--- config.mk ---
export PLATFORM = sky130hd
export DESIGN_NAME = branch_sched_flat
export DESIGN_NICKNAME = d
export VERILOG_FILES = /design/src/rtl/branch_sched_if.sv /design/src/rtl/branch_sched.sv /design/src/flat_wrapper.sv
export SDC_FILE = /design/constraint.sdc
export NUM_CORES = 1
export LEC_CHECK = 0
export CORE_UTILIZATION = 49
export CTS_CLUSTER_DIAMETER = 80
export CTS_CLUSTER_SIZE = 30
export DETAILED_ROUTE_END_ITERATION = 10
export PLACE_DENSITY = 0.73
export REMOVE_ABC_BUFFERS = 1
export SLEW_MARGIN = 20
export SYNTH_ARGS = -nofsm -noshare
export SYNTH_HDL_FRONTEND = slang
export SYNTH_SLANG_ARGS = --single-unit
--- constraint.sdc ---
create_clock -name clk -period 4.86 [get_ports clk]
set_input_delay 0.486 -clock clk [delete_from_list [all_inputs] [get_ports clk]]
set_output_delay 0.486 -clock clk [all_outputs]
set_load 0.1 [all_outputs]
--- src/rtl/branch_sched_if.sv ---
`default_nettype none
// ============================================================================
//  Module   : branch_sched_if
//  Purpose  : Bundle of dispatch, wakeup, issue, resolution and redirect
//             signals between the core and the branch scheduler.
//  Modports : master - core side (drives dispatch/wake/resolve/flush)
//             slave  - scheduler side (drives ready/issue/redirect/busy)
//  Revision : 1.0 - initial release
// ============================================================================
interface branch_sched_if #(
    parameter int TAGW = 6
);
    logic [1:0]            disp_valid;
    logic [1:0][31:0]      disp_pc;
    logic [1:0][2:0]       disp_type;
    logic [1:0][31:0]      disp_off;
    logic [1:0][TAGW-1:0]  disp_rs_tag;
    logic [1:0][TAGW-1:0]  disp_rt_tag;
    logic [1:0]            disp_rs_rdy;
    logic [1:0]            disp_rt_rdy;
    logic [1:0][31:0]      disp_rs_val;
    logic [1:0][31:0]      disp_rt_val;
    logic                  disp_ready;
    logic                  wake_valid;
    logic [TAGW-1:0]       wake_tag;
    logic [31:0]           wake_data;
    logic                  iss_valid;
    logic                  iss_ready;
    logic [31:0]           iss_pc;
    logic [31:0]           iss_off;
    logic [31:0]           iss_rs;
    logic [31:0]           iss_rt;
    logic [2:0]            iss_type;
    logic                  res_valid;
    logic                  res_mispredict;
    logic [31:0]           res_target;
    logic                  ext_flush;
    logic                  redirect_valid;
    logic [31:0]           redirect_pc;
    logic                  busy;

    modport master (
        output disp_valid, disp_pc, disp_type, disp_off, disp_rs_tag, disp_rt_tag,
               disp_rs_rdy, disp_rt_rdy, disp_rs_val, disp_rt_val,
               wake_valid, wake_tag, wake_data, iss_ready,
               res_valid, res_mispredict, res_target, ext_flush,
        input  disp_ready, iss_valid, iss_pc, iss_off, iss_rs, iss_rt, iss_type,
               redirect_valid, redirect_pc, busy
    );

    modport slave (
        input  disp_valid, disp_pc, disp_type, disp_off, disp_rs_tag, disp_rt_tag,
               disp_rs_rdy, disp_rt_rdy, disp_rs_val, disp_rt_val,
               wake_valid, wake_tag, wake_data, iss_ready,
               res_valid, res_mispredict, res_target, ext_flush,
        output disp_ready, iss_valid, iss_pc, iss_off, iss_rs, iss_rt, iss_type,
               redirect_valid, redirect_pc, busy
    );
endinterface
`default_nettype wire

--- src/rtl/branch_sched.sv ---
`default_nettype none
// ============================================================================
//  Module   : branch_sched
//  Purpose  : In-order scheduler for the single branch resolution unit.
//             Queues up to two branches per cycle, captures operands from
//             the wakeup bus, issues the oldest ready branch with at most
//             one outstanding, and turns a mispredict into flush+redirect.
//  Ports    : clk, rst (synchronous, active-high)
//             bus - branch_sched_if.slave (dispatch, wakeup, issue,
//                   resolution, external flush, redirect, busy)
//  Revision : 1.0 - initial release
// ============================================================================
module branch_sched #(
    parameter int DEPTH = 4,
    parameter int TAGW  = 6
) (
    input  wire logic     clk,
    input  wire logic     rst,
    branch_sched_if.slave bus
);
    localparam int PW = $clog2(DEPTH);
    localparam int CW = PW + 1;

    localparam logic [1:0] ST_RUN   = 2'd0;
    localparam logic [1:0] ST_WAIT  = 2'd1;
    localparam logic [1:0] ST_FLUSH = 2'd2;

    typedef struct packed {
        logic [31:0]     pc;
        logic [2:0]      typ;
        logic [31:0]     off;
        logic [TAGW-1:0] rs_tag;
        logic [TAGW-1:0] rt_tag;
        logic            rs_rdy;
        logic            rt_rdy;
        logic [31:0]     rs_val;
        logic [31:0]     rt_val;
    } entry_t;

    logic [1:0]    state_q, state_d;
    logic [PW-1:0] head_q, head_d, tail_q, tail_d;
    logic [CW-1:0] count_q, count_d;
    logic          redirect_valid_q, redirect_valid_d;
    logic [31:0]   redirect_pc_q, redirect_pc_d;
    logic [DEPTH-1:0] valid_q;
    entry_t        ent_q [DEPTH];

    logic          w_res_ok, w_mispred, w_clear, w_disp_ready, w_accept;
    logic          w_push0, w_push1, w_iss_valid, w_pop;
    logic [PW-1:0] w_wr1_idx;
    entry_t        w_head;

    // Incoming slots with same-cycle wakeup already folded in.
    for (genvar s = 0; s < 2; s++) begin : g_slot
        entry_t w_new;
        always_comb begin
            w_new        = '0;
            w_new.pc     = bus.disp_pc[s];
            w_new.typ    = bus.disp_type[s];
            w_new.off    = bus.disp_off[s];
            w_new.rs_tag = bus.disp_rs_tag[s];
            w_new.rt_tag = bus.disp_rt_tag[s];
            w_new.rs_rdy = bus.disp_rs_rdy[s] |
                           (bus.wake_valid && (bus.wake_tag == bus.disp_rs_tag[s]));
            w_new.rt_rdy = bus.disp_rt_rdy[s] |
                           (bus.wake_valid && (bus.wake_tag == bus.disp_rt_tag[s]));
            w_new.rs_val = bus.disp_rs_rdy[s] ? bus.disp_rs_val[s] : bus.wake_data;
            w_new.rt_val = bus.disp_rt_rdy[s] ? bus.disp_rt_val[s] : bus.wake_data;
        end
    end

    assign w_head       = ent_q[head_q];
    // A result is only meaningful while a branch is outstanding, and an
    // external flush in the same cycle wins over it.
    assign w_res_ok     = (state_q == ST_WAIT) && bus.res_valid && !bus.ext_flush;
    assign w_mispred    = w_res_ok && bus.res_mispredict;
    assign w_clear      = bus.ext_flush || w_mispred;
    // Two free entries guaranteed, so a dual dispatch never partially fits.
    assign w_disp_ready = (state_q != ST_FLUSH) && (count_q <= CW'(DEPTH - 2));
    assign w_accept     = w_disp_ready && !w_clear;
    assign w_push0      = w_accept && bus.disp_valid[0];
    assign w_push1      = w_accept && bus.disp_valid[1];
    assign w_wr1_idx    = tail_q + PW'(w_push0);
    assign w_iss_valid  = (state_q == ST_RUN) && (count_q != '0) &&
                          w_head.rs_rdy && w_head.rt_rdy;
    assign w_pop        = w_iss_valid && bus.iss_ready;

    always_comb begin
        state_d          = state_q;
        head_d           = head_q;
        tail_d           = tail_q;
        count_d          = count_q;
        redirect_valid_d = 1'b0;
        redirect_pc_d    = redirect_pc_q;
        if (bus.ext_flush) begin
            state_d = ST_RUN;
            head_d  = '0;
            tail_d  = '0;
            count_d = '0;
        end else if (w_mispred) begin
            state_d          = ST_FLUSH;
            head_d           = '0;
            tail_d           = '0;
            count_d          = '0;
            redirect_valid_d = 1'b1;
            redirect_pc_d    = bus.res_target;
        end else begin
            head_d  = head_q + PW'(w_pop);
            tail_d  = tail_q + PW'(w_push0) + PW'(w_push1);
            count_d = count_q + CW'(w_push0) + CW'(w_push1) - CW'(w_pop);
            case (state_q)
                ST_RUN:   if (w_pop)    state_d = ST_WAIT;
                ST_WAIT:  if (w_res_ok) state_d = ST_RUN;
                ST_FLUSH: state_d = ST_RUN;
                default:  state_d = ST_RUN;
            endcase
        end
    end

    always_ff @(posedge clk) begin
        if (rst) begin
            state_q          <= ST_RUN;
            head_q           <= '0;
            tail_q           <= '0;
            count_q          <= '0;
            redirect_valid_q <= 1'b0;
            redirect_pc_q    <= '0;
        end else begin
            state_q          <= state_d;
            head_q           <= head_d;
            tail_q           <= tail_d;
            count_q          <= count_d;
            redirect_valid_q <= redirect_valid_d;
            redirect_pc_q    <= redirect_pc_d;
        end
    end

    // Entry storage: writes land only on free slots, so a write never
    // collides with a pop (head) or a wakeup of a live entry.
    always_ff @(posedge clk) begin
        for (int i = 0; i < DEPTH; i++) begin
            if (rst) begin
                valid_q[i] <= 1'b0;
                ent_q[i]   <= '0;
            end else if (w_clear) begin
                valid_q[i] <= 1'b0;
            end else if (w_push0 && (tail_q == PW'(i))) begin
                valid_q[i] <= 1'b1;
                ent_q[i]   <= g_slot[0].w_new;
            end else if (w_push1 && (w_wr1_idx == PW'(i))) begin
                valid_q[i] <= 1'b1;
                ent_q[i]   <= g_slot[1].w_new;
            end else begin
                if (w_pop && (head_q == PW'(i))) begin
                    valid_q[i] <= 1'b0;
                end
                if (valid_q[i] && bus.wake_valid) begin
                    if (!ent_q[i].rs_rdy && (ent_q[i].rs_tag == bus.wake_tag)) begin
                        ent_q[i].rs_rdy <= 1'b1;
                        ent_q[i].rs_val <= bus.wake_data;
                    end
                    if (!ent_q[i].rt_rdy && (ent_q[i].rt_tag == bus.wake_tag)) begin
                        ent_q[i].rt_rdy <= 1'b1;
                        ent_q[i].rt_val <= bus.wake_data;
                    end
                end
            end
        end
    end

    assign bus.disp_ready     = w_disp_ready;
    assign bus.iss_valid      = w_iss_valid;
    assign bus.iss_pc         = w_head.pc;
    assign bus.iss_type       = w_head.typ;
    assign bus.iss_off        = w_head.off;
    assign bus.iss_rs         = w_head.rs_val;
    assign bus.iss_rt         = w_head.rt_val;
    assign bus.redirect_valid = redirect_valid_q;
    assign bus.redirect_pc    = redirect_pc_q;
    assign bus.busy           = (count_q != '0) || (state_q == ST_WAIT);
endmodule
`default_nettype wire

--- src/flat_wrapper.sv ---
// flat-port wrapper written by rule: the top's interface ports become plain ports
module branch_sched_flat 
#(
    parameter int DEPTH = 4,
    parameter int TAGW  = 6
)
  (clk, rst, bus_disp_valid, bus_disp_pc, bus_disp_type, bus_disp_off, bus_disp_rs_tag, bus_disp_rt_tag, bus_disp_rs_rdy, bus_disp_rt_rdy, bus_disp_rs_val, bus_disp_rt_val, bus_wake_valid, bus_wake_tag, bus_wake_data, bus_iss_ready, bus_res_valid, bus_res_mispredict, bus_res_target, bus_ext_flush, bus_disp_ready, bus_iss_valid, bus_iss_pc, bus_iss_off, bus_iss_rs, bus_iss_rt, bus_iss_type, bus_redirect_valid, bus_redirect_pc, bus_busy);
  branch_sched_if #(.TAGW(TAGW)) bus_i ();
  input  wire logic clk;
  input  wire logic rst;
  input wire logic [$bits(bus_i.disp_valid)-1:0] bus_disp_valid;
  input wire logic [$bits(bus_i.disp_pc)-1:0] bus_disp_pc;
  input wire logic [$bits(bus_i.disp_type)-1:0] bus_disp_type;
  input wire logic [$bits(bus_i.disp_off)-1:0] bus_disp_off;
  input wire logic [$bits(bus_i.disp_rs_tag)-1:0] bus_disp_rs_tag;
  input wire logic [$bits(bus_i.disp_rt_tag)-1:0] bus_disp_rt_tag;
  input wire logic [$bits(bus_i.disp_rs_rdy)-1:0] bus_disp_rs_rdy;
  input wire logic [$bits(bus_i.disp_rt_rdy)-1:0] bus_disp_rt_rdy;
  input wire logic [$bits(bus_i.disp_rs_val)-1:0] bus_disp_rs_val;
  input wire logic [$bits(bus_i.disp_rt_val)-1:0] bus_disp_rt_val;
  input wire logic [$bits(bus_i.wake_valid)-1:0] bus_wake_valid;
  input wire logic [$bits(bus_i.wake_tag)-1:0] bus_wake_tag;
  input wire logic [$bits(bus_i.wake_data)-1:0] bus_wake_data;
  input wire logic [$bits(bus_i.iss_ready)-1:0] bus_iss_ready;
  input wire logic [$bits(bus_i.res_valid)-1:0] bus_res_valid;
  input wire logic [$bits(bus_i.res_mispredict)-1:0] bus_res_mispredict;
  input wire logic [$bits(bus_i.res_target)-1:0] bus_res_target;
  input wire logic [$bits(bus_i.ext_flush)-1:0] bus_ext_flush;
  output wire logic [$bits(bus_i.disp_ready)-1:0] bus_disp_ready;
  output wire logic [$bits(bus_i.iss_valid)-1:0] bus_iss_valid;
  output wire logic [$bits(bus_i.iss_pc)-1:0] bus_iss_pc;
  output wire logic [$bits(bus_i.iss_off)-1:0] bus_iss_off;
  output wire logic [$bits(bus_i.iss_rs)-1:0] bus_iss_rs;
  output wire logic [$bits(bus_i.iss_rt)-1:0] bus_iss_rt;
  output wire logic [$bits(bus_i.iss_type)-1:0] bus_iss_type;
  output wire logic [$bits(bus_i.redirect_valid)-1:0] bus_redirect_valid;
  output wire logic [$bits(bus_i.redirect_pc)-1:0] bus_redirect_pc;
  output wire logic [$bits(bus_i.busy)-1:0] bus_busy;
  assign bus_i.disp_valid = bus_disp_valid;
  assign bus_i.disp_pc = bus_disp_pc;
  assign bus_i.disp_type = bus_disp_type;
  assign bus_i.disp_off = bus_disp_off;
  assign bus_i.disp_rs_tag = bus_disp_rs_tag;
  assign bus_i.disp_rt_tag = bus_disp_rt_tag;
  assign bus_i.disp_rs_rdy = bus_disp_rs_rdy;
  assign bus_i.disp_rt_rdy = bus_disp_rt_rdy;
  assign bus_i.disp_rs_val = bus_disp_rs_val;
  assign bus_i.disp_rt_val = bus_disp_rt_val;
  assign bus_i.wake_valid = bus_wake_valid;
  assign bus_i.wake_tag = bus_wake_tag;
  assign bus_i.wake_data = bus_wake_data;
  assign bus_i.iss_ready = bus_iss_ready;
  assign bus_i.res_valid = bus_res_valid;
  assign bus_i.res_mispredict = bus_res_mispredict;
  assign bus_i.res_target = bus_res_target;
  assign bus_i.ext_flush = bus_ext_flush;
  assign bus_disp_ready = bus_i.disp_ready;
  assign bus_iss_valid = bus_i.iss_valid;
  assign bus_iss_pc = bus_i.iss_pc;
  assign bus_iss_off = bus_i.iss_off;
  assign bus_iss_rs = bus_i.iss_rs;
  assign bus_iss_rt = bus_i.iss_rt;
  assign bus_iss_type = bus_i.iss_type;
  assign bus_redirect_valid = bus_i.redirect_valid;
  assign bus_redirect_pc = bus_i.redirect_pc;
  assign bus_busy = bus_i.busy;
  branch_sched #(.DEPTH(DEPTH), .TAGW(TAGW)) u_core (.clk(clk), .rst(rst), .bus(bus_i));
endmodule
; Word level (Yosys, flattened, before mapping)
; Memory sizes are Yosys's and may differ from the RTL's. A register that Yosys moved wholly into a read port is not among the register bits.
; Cells that the tools add are included.
[totals]
regBits = 46
inputBits = 369
wordCells = 281
mem_count = 1
out_inout_bits = 167
ram_bits = 580
[mem_list]
columns = memory, words, word_bits, rd, rd_ports_with_merged_regs, wr, line
row1 = u_core.ent_q, 4, 145, 5, 1, 4, branch_sched.sv:46  ; entry_t ent_q [DEPTH];
[classes]
n_bitwise = 29
eq_ne = 27
n_addsub = 6
order_cmp = 1
reduce_logical = 66
n_mux = 140
[op_table]
columns = cell, count
row1 = two-way mux 145 bit, 8
row2 = two-way mux 32 bit, 12
row3 = two-way mux 1 bit, 115
row4 = equality test 6 bit, 12
row5 = logical AND 1 bit, 39
row6 = OR 1 bit, 28
row7 = nonzero test 3 bit, 5
row8 = equality test 2 bit (second input constant), 6
row9 = logical NOT 1 bit, 10
row10 = equality test 2 x 1 -> 1 bit (second input constant), 4
row11 = logical NOT 2 bit, 4
row12 = two-way mux 2 bit, 4
row13 = adder 2 x 1 -> 2 bit, 3
row14 = adder 3 x 1 -> 3 bit, 2
row15 = != test 3 x 1 -> 1 bit (second input constant), 2
row16 = AND reduction 2 bit, 3
row17 = != test 2 x 1 -> 1 bit (second input constant), 2
row18 = case mux 2 bit (2 select lines), 1
row19 = OR reduction 2 bit, 2
row20 = <= comparator 3 x 2 -> 1 bit (second input constant), 1
row21 = OR reduction 3 bit, 1
row22 = subtractor 3 x 1 -> 3 bit, 1
row23 = logical OR 1 bit, 2
row24 = != test 2 bit (second input constant), 1
row25 = inverter 1 bit, 1

; Logic depth before layout (Yosys ltp)
; Gate-level depths: netlist of the first run.
[depth]
ltp_word = 18
mapped_depth = 16
ltp_nobuf = 12

; Worst setup path after synthesis of the first run
; Ideal clock, no wire load.
[synth_path]
path_kind = flip-flop to flip-flop
from = register u_core.count_q[1]
to = memory u_core.ent_q[0][0] (netlist name), enable pin
required_ns = 4.391
path_buffers = 1
period_less_slack_ns = 4.776
setup_time_ns = 0.469
stages_incl_launch_ff = 13
arrival_time_ns = 4.307
setup_slack_ns = 0.084
path_cell_list = dfxtp_1 > inv_1 > ha_1 > o2bb2ai_2 > nor2_1 > nand2_1 > inv_1 > ha_1 > buf_2 > xnor2_1 > a22oi_1 > o211ai_1 > o21ai_0
[synth_lines]
columns = element, line
row1 = start: declaration, branch_sched.sv:42  ; logic [CW-1:0] count_q, count_d;
row2 = start signal: assignment, branch_sched.sv:132  ; count_q <= count_d;
row3 = end: declaration, branch_sched.sv:46

==> summary.md, run 1 <==
| Metric | Value |
|---|---|
| DRT iter0 DRCs | `between 3k and 4k` |
| Top-count cell post-synth | `edfxtp_1` |
| Fill cells | `~5.1k` |
| CP Max Fanout | `61` |
| Hold path depth | `3` |
| Post-Synthesis Cells | `roughly 2.5k` |
| CTS H-tree lvls | `2` |
| Fin util | `60.62%` |
| Status | `finished clean` |
| Fraction of registers with async set/reset | `0%` |
| CP Launch Type | `register` |
| P&R area growth vs syn | `22.41%` |
| Worst hold path startpoint | `bus_res_target[2]` |
| Postcts setup bufs | `0` |
| Clk slew on worst S/H paths | `between 0.1 and 0.15 ns` |
| PD cells | `309.5 nW/um^2` |
| Internal power | `8.697 mW` |
| Synth cell count leaders | `580 x edfxtp_1, 286 x nor2_1, 237 x a22o_1` |
| Critical R2R Launch | `u_core.count_q[1]` |
| Endpoints failing setup | `0` |
| First-pass GRT wire length | `166.3 mm` |
| NumNets Final | `3223` |
| R2r endpoint | `u_core.ent_q[3][19]` |
| Synthesis Warnings | `0` |
| RSZ-0062 raised after global routing | `no` |
| Vias in the first global route | `25.86k` |
| Mapped Avg Cell Area | `13.42 um^2` |
| Crit. End Element | `output port` |
| HPWL after detailed placement | `68.12 mm` |
| Switch share | `30.98%` |
| Yosys top cell by area | `edfxtp_1` |
| Net switching power figure | `3.904 mW` |
| WS Path Type | `register to output port` |
| Post-synth top area share | `52.37%` |
| CTS tree | `done` |
| Hold worst-path end | `u_core.bus.redirect_pc[2]` |
| Wire per inst | `about 30 um` |
| FP Rows | `95` |
| Period utilization | `85.57%` |
| Achievable Freq | `240.5 MHz` |
| Root buffer cell | `clkbuf_16` |
| Total GRT Usage | `31.98%` |
| I/O Buffers | `approximately 540` |
| Sequential share of the synthesized area | `55.14%` |
| Combinational share of power | `20.6%` |
| CTS Sinks | `626` |
| Die Span Y | `about 260 um` |
| Total gr overflow | `0` |
| Post-synth top flop | `edfxtp_1` |
| Design Power | `12.60 mW` |
| Peak supply drop | `0.2115 mV` |
| Vias | `25.79k` |
| Gpl congestion | `0.8800` |
| DR pass1 iterations | `5` |
| Cts-stage hold buffer count | `0` |
| Vias/cell | `slightly below 7` |
| R2r setup slk | `about 0.81 ns` |
| Required time worst endpoint | `around 4.4 ns` |
| Synth cell types | `57` |
| Hold WC Path Type | `input port to register` |
| Area of the die | `68920 um^2` |
| Clock Power Share | `between 20 and 30%` |
| Top area cells in the synthesized netlist | `edfxtp_1 52%, mux4_2 8.9%, a22o_1 6.2%, a221o_1 6.0%, mux2_2 4.3%` |
| Final hold vios | `0` |
| Final slew viol count | `0` |
| Initial antenna violation count | `15` |
| Seq cells post-synth | `626` |
| Final ANT Viol Nets | `0` |
| Max_cap viols | `0` |
| Initial Util | `49.52%` |
| Core area | `between 60000 and 70000 um^2` |
| Worst Tran Pin Value | `around 1.2 ns` |
| Worst-skew pair later-pin latency | `0.61 ns` |
| CP arrival | `between 3 and 4 ns` |
| Clk_skew | `between 0.03 and 0.04 ns` |
| Final cell count without fillers | `3754` |
| PostCTS Resize Cnt | `0` |
| Hold slack final | `roughly 0.42 ns` |
| Inst Count DP | `3683` |
| Top Ports | `536` |
| Setup_tns | `0 ns` |
| DRC viols | `0` |
| Die X | `262.5 um` |
| EDFF count, synth | `580` |
| Post-Syn Area | `33260 um^2` |
| Register-to-Register Path Depth | `13` |
| TritonCTS Buffers | `35` |
| Sequential share of power | `50.0%` |
| Pleak | `14.40 nW` |
| Min cycle time layout | `4.159 ns` |
| Relative slew slack | `20.40%` |
| WL final | `~110 mm` |
| Largest net degree at the start of global routing | `96` |
| Layout cells sized above 1 | `15.66%` |
| Clock buffer depth | `3` |
## metal layers
layer	share of wire [%]	global-route usage, %	wire length [um]
met5	0.065	0	73
met4	3.4	11.29	3826
met3	12	6.700	13050
met2	48	52.01	54560
met1	37	42.55	41390
## flip-flops by register name (all words and copies together) (netlist names)
register,cells
u_core.ent_q,580
u_core.bus.redirect_pc,32
u_core.valid_q,4
u_core.count_q,3
u_core.head_q,2
u_core.state_q,2
u_core.tail_q,2
u_core.bus.redirect_valid,1
## cells in the final DEF (no fill, tap or decap), types with 9 or more instances in the layout
master           count
a21oi_1             38
a221o_1            198
a22o_1             237
buf_12              27
buf_4               52
clkbuf_16           37
clkdlybuf4s50_1    519
dfxtp_1             44
edfxtp_1           580
inv_1               14
mux2_2             128
mux2i_1             65
mux4_2             131
nand2_1             79
nand3_1             68
nor2_1             282
nor2_4               9
nor3_1              10
nor4_1              14
o22ai_1             79
o2bb2ai_1           64
xnor2_1             21
xor2_1              55
## layout make-up
type | instances | area (um^2) | share of cell area [%]
well taps | 873 | 1092 | 2.683
clock inverters | 23 | 349.1 | 0.8575
clock buffers | 40 | 937.1 | 2.302
flip-flops and latches | 626 | 18350 | 45.06
repair buffers | 603 | 6173 | 15.16
multi-input cells | 1562 | 13720 | 33.70
inverters | 19 | 76.32 | 0.1875
diodes | 8 | 20.02 | 0.04917
## worst max-delay path, stage by stage, from the launching register on
cell	delay, ns
dfxtp_4	0.98
buf_12	0.44
mux4_2	0.43
clkdlybuf4s50_1	1.17
## cell families (layout without fill, tap and decap cells)
family                     after synthesis  in the layout  share of synthesized area (%)
other                                    0              8                              0
buffers and inverters                  291            685                          4.085
AOI/OAI and AO/OA                      645            645                          16.62
DFF                                    626            626                          55.14
muxes                                  324            324                          15.16
adders and majority gates                7              7                         0.3085
xor gates and xnor gates                77             77                          2.050
and+or+nand+nor                        509            509                          6.644
## stage by stage
stage | worst slack, ns | instance area (um^2)
6_report | 0.7013 | 40710
5_1_grt | 0.6458 | 40710
4_1_cts | 0.6869 | 40690
3_5_place_dp | 0.4071 | 39400
3_3_place_gp | 0.4096 | 39360
2_1_floorplan | -5.988 | 31970
## power groups by stage
stage | Sequential, mW | Clock, mW | Combinational (mW)
global route | 6.33 | 3.88 | 2.67
detailed placement | 6.43 | 0 | 2.56
CTS | 6.30 | 3.72 | 2.58
floorplan | 6.41 | 0 | 1.53
finish | 6.30 | 3.70 | 2.59
global placement | 6.40 | 0 | 2.54
## worst max path at each step
stage | end | start | depth (start not counted) | slack [ns]
6_report | bus_iss_rs[30] | u_core.head_q[1] | 3 | 0.70
5_1_grt | bus_iss_rs[30] | u_core.head_q[1] | 3 | 0.65
4_1_cts | bus_iss_rs[30] | u_core.head_q[1] | 3 | 0.69
3_5_place_dp | u_core.ent_q[3][29] | bus_res_valid | 13 | 0.41
3_3_place_gp | u_core.ent_q[3][29] | bus_res_valid | 13 | 0.41
2_1_floorplan | u_core.ent_q[1][64] | u_core.count_q[0] | 6 | -5.99
(Power assumes the default switching activity.)
==> inputs of run 2 (changes only) <==
--- a/config.mk
+++ b/config.mk
@@ -5,6 +5,7 @@
 export SDC_FILE = /design/constraint.sdc
 export NUM_CORES = 1
 export LEC_CHECK = 0
+export CAP_MARGIN = 20
 export CORE_UTILIZATION = 49
 export CTS_CLUSTER_DIAMETER = 80
 export CTS_CLUSTER_SIZE = 30
==> run 2 against run 1 <==
Sequential power about the same. Largest cell class unchanged. Die area unchanged. Routed wire length about the same. Clock power about the same. Critical endpoint is now bus_iss_pc[18]. Hold slack gained 0.0025 ns. Flip-flop and latch count is the same. Register-to-register slack barely moved. Setup slack got worse by 0.0054 ns. Non-clock buffer count increased by 1. Critical path depth stayed put. Via count up 0.37%. Total power hardly changed.
==> summary.md, run 2 (synthesis results as in run 1) <==
| Metric | Value |
|---|---|
| Wire length on met3 | `13.18 mm` |
| PD cells | `309.3 nW/um^2` |
| CTS tree | `done` |
| I/O Buffers | `535` |
| CP Max Fanout | `56` |
| Min cycle time layout | `4.164 ns` |
| Net switching power figure | `3.902 mW` |
| Largest net degree at the start of global routing | `96` |
| CTS Sinks | `626` |
| Slowest-stage cell, CP | `clkdlybuf4s50_1` |
| Worst Path Buf+Inv | `2` |
| Core area | `~67000 um^2` |
| PostCTS Resize Cnt | `0` |
| Final cell count without fillers | `~3.8k` |
| Internal power | `8.697 mW` |
| Fin util | `around 61%` |
| Layout cells sized above 1 | `15.69%` |
| Initial antenna violation count | `15` |
| Most frequent cells in the layout | `580 x edfxtp_1, 519 x clkdlybuf4s50_1, 282 x nor2_1` |
| Final instance area | `around 41000 um^2` |
| Switch share | `30.97%` |
| Fill cells | `roughly 5k` |
| Status | `finished clean` |
| Vias | `25.89k` |
| Register name with the most flops | `u_core.ent_q` |
| Max_cap viols | `0` |
| Hold path depth | `3` |
| Clock Power Share | `roughly 30%` |
| CP arrival | `3.68 ns` |
| CTS H-tree lvls | `2` |
| Top Ports | `536` |
| Initial Util | `between 40% and 50%` |
| Final worst setup slack | `0.6959 ns` |
| Total gr overflow | `0` |
| Endpoints failing setup | `0` |
| WS Path Type | `register to output port` |
| Critical path's top delay family | `buffers and inverters` |
| Worst-skew pair later-pin latency | `0.61 ns` |
| Clk_skew | `about 0.037 ns` |
| Critical path launch point | `u_core.head_q[1]` |
| Top Layer Used | `met5` |
| Die Span Y | `262.5 um` |
| Hold WC Path Type | `input port to register` |
| Metal-1 WL | `~42 mm` |
| Area of the die | `68920 um^2` |
| Gpl congestion | `0.8800` |
| DRC viols | `0` |
| Post-DP Area | `39400 um^2` |
| Hold slack final | `~0.42 ns` |
| Final hold vios | `0` |
| Worst hold path startpoint | `bus_res_target[2]` |
| TritonCTS Buffers | `35` |
| RSZ-0062 raised after global routing | `no` |
| Period utilization | `between 80% and 90%` |
| Final slew viol count | `0` |
| Cts-stage hold buffer count | `0` |
| Area of the multi-input gates | `~14000 um^2` |
| Commonest non-fill, non-tap cell in the layout | `edfxtp_1` |
| Die X | `262.5 um` |
| CP Launch Type | `register` |
| Inst Count DP | `3683` |
| DRT iter0 DRCs | `3305` |
| WP depth | `3` |
| Clk slew on worst S/H paths | `0.11 ns` |
| Register area | `~18000 um^2` |
| Vias/cell | `6.893` |
| Worst Tran Pin Value | `1.176 ns` |
| Met2 routed WL | `54.58 mm` |
| Register-to-Register Path Depth | `13` |
| CP max stage delay | `1.18 ns` |
| Achievable Freq | `240.1 MHz` |
| Relative slew slack | `21.34%` |
| Total GRT Usage | `31.98%` |
| First-pass GRT wire length | `166.3 mm` |
| Setup_tns | `0 ns` |
| HPWL after detailed placement | `68.12 mm` |
| Vias in the first global route | `25.86k` |
| Critical path cell sequence | `buf_4 > mux4_2 > clkdlybuf4s50_1` |
| Postcts setup bufs | `0` |
| Wire per inst | `30.09 um` |
| WL final | `113.0 mm` |
| Max reg flops | `between 500 and 600` |
| Design Power | `around 13 mW` |
| Critical R2R Launch | `u_core.count_q[1]` |
| Peak supply drop | `roughly 0.21 mV` |
| Combinational share of power | `between 20% and 30%` |
| Crit. End Element | `output port` |
| P&R area growth vs syn | `22.47%` |
| NumNets Final | `3224` |
| Required time worst endpoint | `4.37 ns` |
| FP Rows | `95` |
| Clock buffer depth | `3` |
| DR pass1 iterations | `5` |
| Pre-CTS setup slack | `approximately 0.41 ns` |
| Sequential share of power | `50.0%` |
| Root buffer cell | `clkbuf_16` |
| Pleak | `14.40 nW` |
| Final ANT Viol Nets | `0` |
==> run 2: cell types whose count changed in the layout (fill, tap and decap cells not counted), sizes merged <==
| cell | previous run | this run |
|---|---|---|
| buf | 84 | 85 |
==> run 2: tightest hold or removal path: cells and delay by family <==
family | cells | cell delay [ns]
AND/OR/NAND/NOR | 1 | 0.06
AO/OA/AOI/OAI | 1 | 0.05
buffers and inverters | 1 | 0.40
==> run 2: power groups by stage <==
stage | Clock (mW) | Sequential [mW] | Combinational (mW)
after floorplan | 0 | 6.41 | 1.53
after detailed placement | 0 | 6.43 | 2.56
after global placement | 0 | 6.40 | 2.54
after global routing | 3.88 | 6.33 | 2.67
final | 3.70 | 6.30 | 2.59
after CTS | 3.72 | 6.30 | 2.58
==> run 2: path summary, 6_finish.rpt <==
| kind | end | slack [ns] |
|---|---|---|
| max | bus_iss_pc[18] | 0.70 |
| min | u_core.bus.redirect_pc[2] | 0.42 |
| min reg2reg | u_core.bus.redirect_pc[7] | 0.46 |
| max reg2reg | u_core.ent_q[3][3] | 0.80 |
==> run 2: final cells by class <==
cell class / count / share of cell area [%]
sequential: 626 / 45.04
multi-input combinational: 1562 / 33.68
timing repair buffer: 604 / 15.21
tap: 873 / 2.682
clock buffer: 40 / 2.301
clock inverter: 23 / 0.8570
inverter: 19 / 0.1874
antenna: 8 / 0.04915
==> run 2: routing by layer <==
metal | GRT usage [%] | vias up
li1 | - | 10771
met1 | 42.55 | 12921
met5 | 0 | -
met2 | 52.01 | 1926
met4 | 11.29 | 14
met3 | 6.700 | 253
